[src/rtl/instruction_fetch_unit.sv]
// rtl/instruction_fetch_unit.sv - multi-word instruction fetch with queue, branch redirect and discard
//
// Fetches INSTR_BYTES memory words per instruction (first word lands in the MSBs),
// buffers complete instructions in a QUEUE_DEPTH-entry shift queue and hands them
// to decode over a valid/ready handshake. Branches flush the queue and the partial
// assembly; a read still in flight at the branch is waited out and its data dropped.
//
// Ports:
//   clk, reset          clock, asynchronous active-high reset
//   enable              permits new memory requests
//   mem_req/mem_addr    read request and address, held until mem_ack
//   mem_ack/mem_rdata   read completion and data (same cycle)
//   instr_valid/ready   decode handshake for the queue head
//   instr/instr_addr    head instruction and address of its first word
//   branch_*            single-cycle redirect (absolute target or signed offset)
//   ip                  address of the next word to request
//   busy                request outstanding or discard pending
module instruction_fetch_unit #(
    parameter int MEMORY_ADDRESS_BITS = 8,
    parameter int MEMORY_DATA_BITS    = 8,
    parameter int INSTR_BYTES         = 2,
    parameter int JUMP_OFFSET_BITS    = 8,
    parameter int QUEUE_DEPTH         = 2
) (
    input  logic                                    clk,
    input  logic                                    reset,
    input  logic                                    enable,
    output logic                                    mem_req,
    output logic [MEMORY_ADDRESS_BITS-1:0]          mem_addr,
    input  logic                                    mem_ack,
    input  logic [MEMORY_DATA_BITS-1:0]             mem_rdata,
    output logic                                    instr_valid,
    input  logic                                    instr_ready,
    output logic [INSTR_BYTES*MEMORY_DATA_BITS-1:0] instr,
    output logic [MEMORY_ADDRESS_BITS-1:0]          instr_addr,
    input  logic                                    branch_valid,
    input  logic                                    branch_relative,
    input  logic [MEMORY_ADDRESS_BITS-1:0]          branch_target,
    input  logic [JUMP_OFFSET_BITS-1:0]             branch_offset,
    output logic [MEMORY_ADDRESS_BITS-1:0]          ip,
    output logic                                    busy
);
    localparam int AW  = MEMORY_ADDRESS_BITS;
    localparam int DW  = MEMORY_DATA_BITS;
    localparam int IW  = INSTR_BYTES * MEMORY_DATA_BITS;
    localparam int WCW = (INSTR_BYTES > 1) ? $clog2(INSTR_BYTES) : 1;

    localparam logic [WCW-1:0] LAST_WORD = WCW'(INSTR_BYTES - 1);
    localparam logic [AW-1:0]  ONE_ADDR  = AW'(1);
    localparam logic [AW-1:0]  IB_ADDR   = AW'(INSTR_BYTES);

    typedef enum logic [1:0] {IDLE, REQ, DISCARD} state_t;

    state_t                 state, state_n;
    logic                   mem_req_n, busy_n;
    logic [AW-1:0]          mem_addr_n, ip_n;
    logic [AW-1:0]          start_addr, start_addr_n;
    logic [AW-1:0]          last_next, last_next_n, last_next_eff;
    logic [AW-1:0]          target;
    logic [WCW-1:0]         word_cnt, word_cnt_n;
    logic [DW-1:0]          asm_q [INSTR_BYTES];
    logic [DW-1:0]          asm_n [INSTR_BYTES];
    logic [IW-1:0]          q_data   [QUEUE_DEPTH];
    logic [IW-1:0]          q_data_n [QUEUE_DEPTH];
    logic [AW-1:0]          q_addr   [QUEUE_DEPTH];
    logic [AW-1:0]          q_addr_n [QUEUE_DEPTH];
    logic [QUEUE_DEPTH-1:0] q_vld, q_vld_n;
    logic                   pop, ack, push, found;
    logic [IW-1:0]          push_data;
    logic [AW-1:0]          push_addr;
    int                     count_s;

    // Entry 0 of the shift queue is the head, so the decode outputs come straight from flops.
    assign instr_valid = q_vld[0];
    assign instr       = q_data[0];
    assign instr_addr  = q_addr[0];

    always_comb begin
        pop  = q_vld[0] && instr_ready;
        // An ack with no request pending (e.g. a late ack after reset) is ignored.
        ack  = mem_req && mem_ack;

        last_next_eff = pop ? (q_addr[0] + IB_ADDR) : last_next;
        target        = branch_relative ? (last_next_eff + AW'(signed'(branch_offset)))
                                        : branch_target;
        last_next_n   = last_next_eff;

        // Queue after this cycle's pop, before any push or flush.
        q_data_n = q_data;
        q_addr_n = q_addr;
        if (pop) begin
            for (int i = 0; i < QUEUE_DEPTH - 1; i++) begin
                q_data_n[i] = q_data[i+1];
                q_addr_n[i] = q_addr[i+1];
            end
        end
        q_vld_n = pop ? (q_vld >> 1) : q_vld;
        count_s = 0;
        for (int i = 0; i < QUEUE_DEPTH; i++) begin
            count_s = count_s + int'(q_vld_n[i]);
        end

        state_n      = state;
        mem_req_n    = mem_req;
        mem_addr_n   = mem_addr;
        ip_n         = ip;
        word_cnt_n   = word_cnt;
        asm_n        = asm_q;
        start_addr_n = start_addr;
        push         = 1'b0;

        case (state)
            IDLE: begin
                if (enable && (!q_vld[QUEUE_DEPTH-1] || pop)) begin
                    state_n    = REQ;
                    mem_req_n  = 1'b1;
                    mem_addr_n = ip;
                end
            end
            REQ: begin
                if (ack) begin
                    asm_n[word_cnt] = mem_rdata;
                    ip_n            = ip + ONE_ADDR;
                    if (word_cnt == '0) begin
                        start_addr_n = mem_addr;
                    end
                    if (word_cnt != LAST_WORD) begin
                        word_cnt_n = word_cnt + 1'b1;
                        if (enable) begin
                            mem_addr_n = ip + ONE_ADDR;
                        end else begin
                            state_n   = IDLE;
                            mem_req_n = 1'b0;
                        end
                    end else begin
                        push       = 1'b1;
                        word_cnt_n = '0;
                        // Keep going only if a slot stays free after this push.
                        if (enable && (count_s + 1 < QUEUE_DEPTH)) begin
                            mem_addr_n = ip + ONE_ADDR;
                        end else begin
                            state_n   = IDLE;
                            mem_req_n = 1'b0;
                        end
                    end
                end
            end
            DISCARD: begin
                // The stale read completes here; its data is never captured.
                if (ack) begin
                    state_n    = enable ? REQ : IDLE;
                    mem_req_n  = enable;
                    mem_addr_n = ip;
                end
            end
            default: begin
                state_n   = IDLE;
                mem_req_n = 1'b0;
            end
        endcase

        if (branch_valid) begin
            push       = 1'b0;
            word_cnt_n = '0;
            ip_n       = target;
            if (mem_req && !mem_ack) begin
                state_n    = DISCARD;
                mem_req_n  = 1'b1;
                mem_addr_n = mem_addr;
            end else begin
                state_n    = enable ? REQ : IDLE;
                mem_req_n  = enable;
                mem_addr_n = target;
            end
        end

        push_data = '0;
        for (int i = 0; i < INSTR_BYTES; i++) begin
            push_data[IW-1-i*DW -: DW] = asm_n[i];
        end
        push_addr = (word_cnt == '0) ? mem_addr : start_addr;

        found = 1'b0;
        if (branch_valid) begin
            q_vld_n = '0;
        end else if (push) begin
            for (int i = 0; i < QUEUE_DEPTH; i++) begin
                if (!found && !q_vld_n[i]) begin
                    q_vld_n[i]  = 1'b1;
                    q_data_n[i] = push_data;
                    q_addr_n[i] = push_addr;
                    found       = 1'b1;
                end
            end
        end

        busy_n = mem_req_n || (state_n == DISCARD);
    end

    always_ff @(posedge clk or posedge reset) begin
        if (reset) begin
            state      <= IDLE;
            mem_req    <= 1'b0;
            mem_addr   <= '0;
            ip         <= '0;
            busy       <= 1'b0;
            word_cnt   <= '0;
            start_addr <= '0;
            last_next  <= '0;
            q_vld      <= '0;
            for (int i = 0; i < INSTR_BYTES; i++) begin
                asm_q[i] <= '0;
            end
            for (int i = 0; i < QUEUE_DEPTH; i++) begin
                q_data[i] <= '0;
                q_addr[i] <= '0;
            end
        end else begin
            state      <= state_n;
            mem_req    <= mem_req_n;
            mem_addr   <= mem_addr_n;
            ip         <= ip_n;
            busy       <= busy_n;
            word_cnt   <= word_cnt_n;
            start_addr <= start_addr_n;
            last_next  <= last_next_n;
            q_vld      <= q_vld_n;
            asm_q      <= asm_n;
            q_data     <= q_data_n;
            q_addr     <= q_addr_n;
        end
    end
endmodule

[config.mk]
export PLATFORM = sky130hd
export DESIGN_NAME = instruction_fetch_unit
export DESIGN_NICKNAME = d
export VERILOG_FILES = /design/src/rtl/instruction_fetch_unit.sv
export SDC_FILE = /design/constraint.sdc
export NUM_CORES = 1
export LEC_CHECK = 0
export BUFFER_PORTS_ARGS = -buffer_cell sky130_fd_sc_hd__buf_2
export CORE_ASPECT_RATIO = 1.2
export CORE_MARGIN = 2
export CORE_UTILIZATION = 60
export CTS_BUF_LIST = sky130_fd_sc_hd__clkbuf_4
export DETAILED_ROUTE_END_ITERATION = 8
export PLACE_DENSITY = 0.91
export SYNTH_ARGS = -nofsm -noshare
export SYNTH_HDL_FRONTEND = slang
export SYNTH_SLANG_ARGS = --single-unit
[constraint.sdc]
create_clock -name clk -period 6 [get_ports clk]
set_input_delay 0.9 -clock clk [delete_from_list [all_inputs] [get_ports clk]]
set_output_delay 0.9 -clock clk [all_outputs]
set_load 0.1 [all_outputs]
==> run summary <==
Outcome: finished clean
Initial antenna violation count: 0
Clock Pin Slew Worst Setup and Hold Paths: 0.17 ns
Clk sinks: 103
Kind of cell adding the most delay to the critical path: compound AO/OA/AOI/OAI gates
Detailed Place HPWL: 7980 um
Highest routed layer: met4
Io pins: 74
Total power density per cell area: 448 nW/um2
M1 WL: 4830 um
Area Growth Syn to Fin: 5.73%
Post-layout nets: 608
Vias per inst: 5.81
Most common cell after layout, fill and taps aside: dfrtp_1
CTS tree: done
Setup_tns: 0 ns
Synthesized instance count: 529
Htree depth: 3
Layout cells sized above 1: 21.3%
Startpoint Class: input pin
DRT iter0 DRCs: 321
Max-slew violations: 0
CTS buffer count: 9
Final Util: 65.9%
Cts hold-fix bufs: 0
Synthesized area per cell: 10.2 um2
Drt pass-1 iters: 4
Total gr overflow: 0
Postcts setup bufs: 0
Placer Congestion: 0.865
Max-slew headroom: 45.5%
Crit-path max FO: 36
HP Class: in -> async
Largest net degree at the start of global routing: 62
WL/cell: 16.3 um
Met3 Routed Length: 376 um
Post-CTS Resized: 0
Ant diodes: 0
Die W: 90.6 um
Ys async rst share: 100%
Syn Nets: 574
CP max-delay cell: nand2_2
Count of cell types in the netlist: 60
Critical path type: in -> reg
Ys Warns: 0
Period minus WS final: 3.25 ns
RSZ-0062 raised after global routing: false
Clock Latency Late Sink: 0.45 ns
Max_cap viols: 0
Die Y: 108 um
CP Capture Type: flip-flop
Count of input and output buffers: 73
Die area: 9770 um2
Most used cell, CP: mux2_2
Least-Margin Pin Slew: 0.815 ns
Max incr delay on CP: 0.44 ns
Max VDD drop: 0.334 mV
Synth Flop Type: dfrtp_1
Routed Antenna Nets: 0
Clock buffer depth: 2
Flops & latches, synth: 103
Vias: 3977
Setup Skew: 0.0239 ns
Final Hold Viols: 0
Place WS: 2.26 ns
Initial Util: 62.3%
Final Cell Area: 5700 um2
Cell area after placement: 5550 um2
CP startpoint: instr_ready
Register-to-Register Path Depth: 10
Worst EP arrival: 3.61 ns
Met2 WL post-DR: 5730 um
Total GRT Usage: 24.2%
Core Area: 8660 um2
Reg2reg start: q_vld[0]
Mapped cell area: 5390 um2
Root buffer cell: clkbuf_4
Final WS setup: 2.75 ns
Crit path cell chain: buf_2 -> nand2_2 -> mux2_2 -> ha_1 -> fa_1 -> a21o_1 -> a21oi_1 -> o21bai_1 -> mux2_2 -> nand3_1 -> a21boi_0
Setup Viol. Count Final: 0
Commonest non-fill, non-tap cells in the layout: 103 x dfrtp_1, 73 x buf_2, 64 x a21oi_1
Cell Rows: 37
Number of synthesized flops with an enable pin: 0
WP buf/inv: 1
Fin crit share: 54.2%
Vias in the first global route: 3908
Final wirelength: 11200 um
First-pass GRT wire length: 18800 um
Crit. path cell count: 11
Max Clk Rate: 0.308 GHz
FILL cells: 675
Register area share after synthesis: 47.8%
Post-route DRC: 0
LEAKAGE: 2.91 nW
Crit path required time: 6.36 ns
[report_power, final]
part	internal (W)	leakage, nW	switching (W)
clock network	0.000102	0.0805	0.000257
registers	0.000859	1.35	0.000128
logic	0.000258	1.47	0.000950
total	0.00122	2.91	0.00134
[final cells by class]
class / count / area (um2) / area share (%)
Clock buffer: 9 / 67.6 / 1.18
Clock inverter: 7 / 81.3 / 1.43
Inverter: 27 / 105 / 1.84
Multi-Input combinational cell: 346 / 2340 / 41.0
Sequential cell: 103 / 2580 / 45.2
Tap cell: 117 / 146 / 2.57
Timing Repair Buffer: 76 / 388 / 6.80
[worst paths after layout]
kind	slack [ns]	end
max in group asynchronous	4.39	start_addr[5]
setup reg to reg	2.81	ip[6]
hold reg to reg	0.51	start_addr[7]
min in group clk	0.51	start_addr[7]
setup / recovery	2.75	ip[6]
hold / removal	0.45	asm_q[0]
[kinds of logic (layout without fill, tap and decap cells)]
| group | after synthesis | in the layout | synth area share (%) |
|---|---|---|---|
| simple gates | 127 | 127 | 12.3 |
| fa+ha+maj | 14 | 14 | 3.39 |
| xor+xnor | 21 | 21 | 3.41 |
| flops | 103 | 103 | 47.8 |
| buf+inv | 80 | 119 | 9.00 |
| mux | 41 | 41 | 7.86 |
| compound gates | 143 | 143 | 16.3 |
[metrics by stage]
step | hold slack (ns) | instances | total power, W
after detailed placement | 0.474 | 669 | 0.00221
after global routing | 0.453 | 685 | 0.00268
after global placement | 0.464 | 669 | 0.00218
after floorplan | 0.450 | 529 | 0.00207
final | 0.455 | 685 | 0.00255
after CTS | 0.457 | 685 | 0.00256
[sequential cells by signal (all words and copies together) (netlist names)]
register	count
q_addr	8
busy	1
instr	16
mem_req	1
mem_addr	8
asm_q	16
ip	8
word_cnt	1
state	2
start_addr	8
q_vld	2
last_next	8
instr_addr	8
q_data	16
[Yosys cell counts (7+ instances only)]
library cell | instances | share of area (%)
a211oi_1 | 28 | 3.9
a21oi_1 | 64 | 5.9
and2_1 | 20 | 2.3
buf_4 | 28 | 3.9
buf_6 | 8 | 1.7
clkbuf_1 | 7 | 0.49
dfrtp_1 | 103 | 48
ha_1 | 13 | 3.0
inv_1 | 25 | 1.7
mux2_2 | 11 | 2.3
mux2i_1 | 30 | 5.6
nand2_1 | 28 | 1.9
nand3_1 | 8 | 0.74
nor2_1 | 39 | 2.7
o21ai_0 | 19 | 1.8
xnor2_1 | 11 | 1.8
xor2_1 | 10 | 1.6
[worst register-to-register path: cells and delay by family, from the launching register on]
family / cells / cell delay [ns]
compound gates: 4 / 0.70
fa+ha+maj: 2 / 0.61
flops: 1 / 0.51
mux: 2 / 0.69
simple gates: 2 / 0.58
[per-layer routing]
metal  up-vias  track usage (%)
li1       1905                -
met1      1954             32.3
met2        97             40.2
met3        21             3.92
met4         0             8.57
met5         -                0
Note: power is estimated with default switching activity, not from simulation.
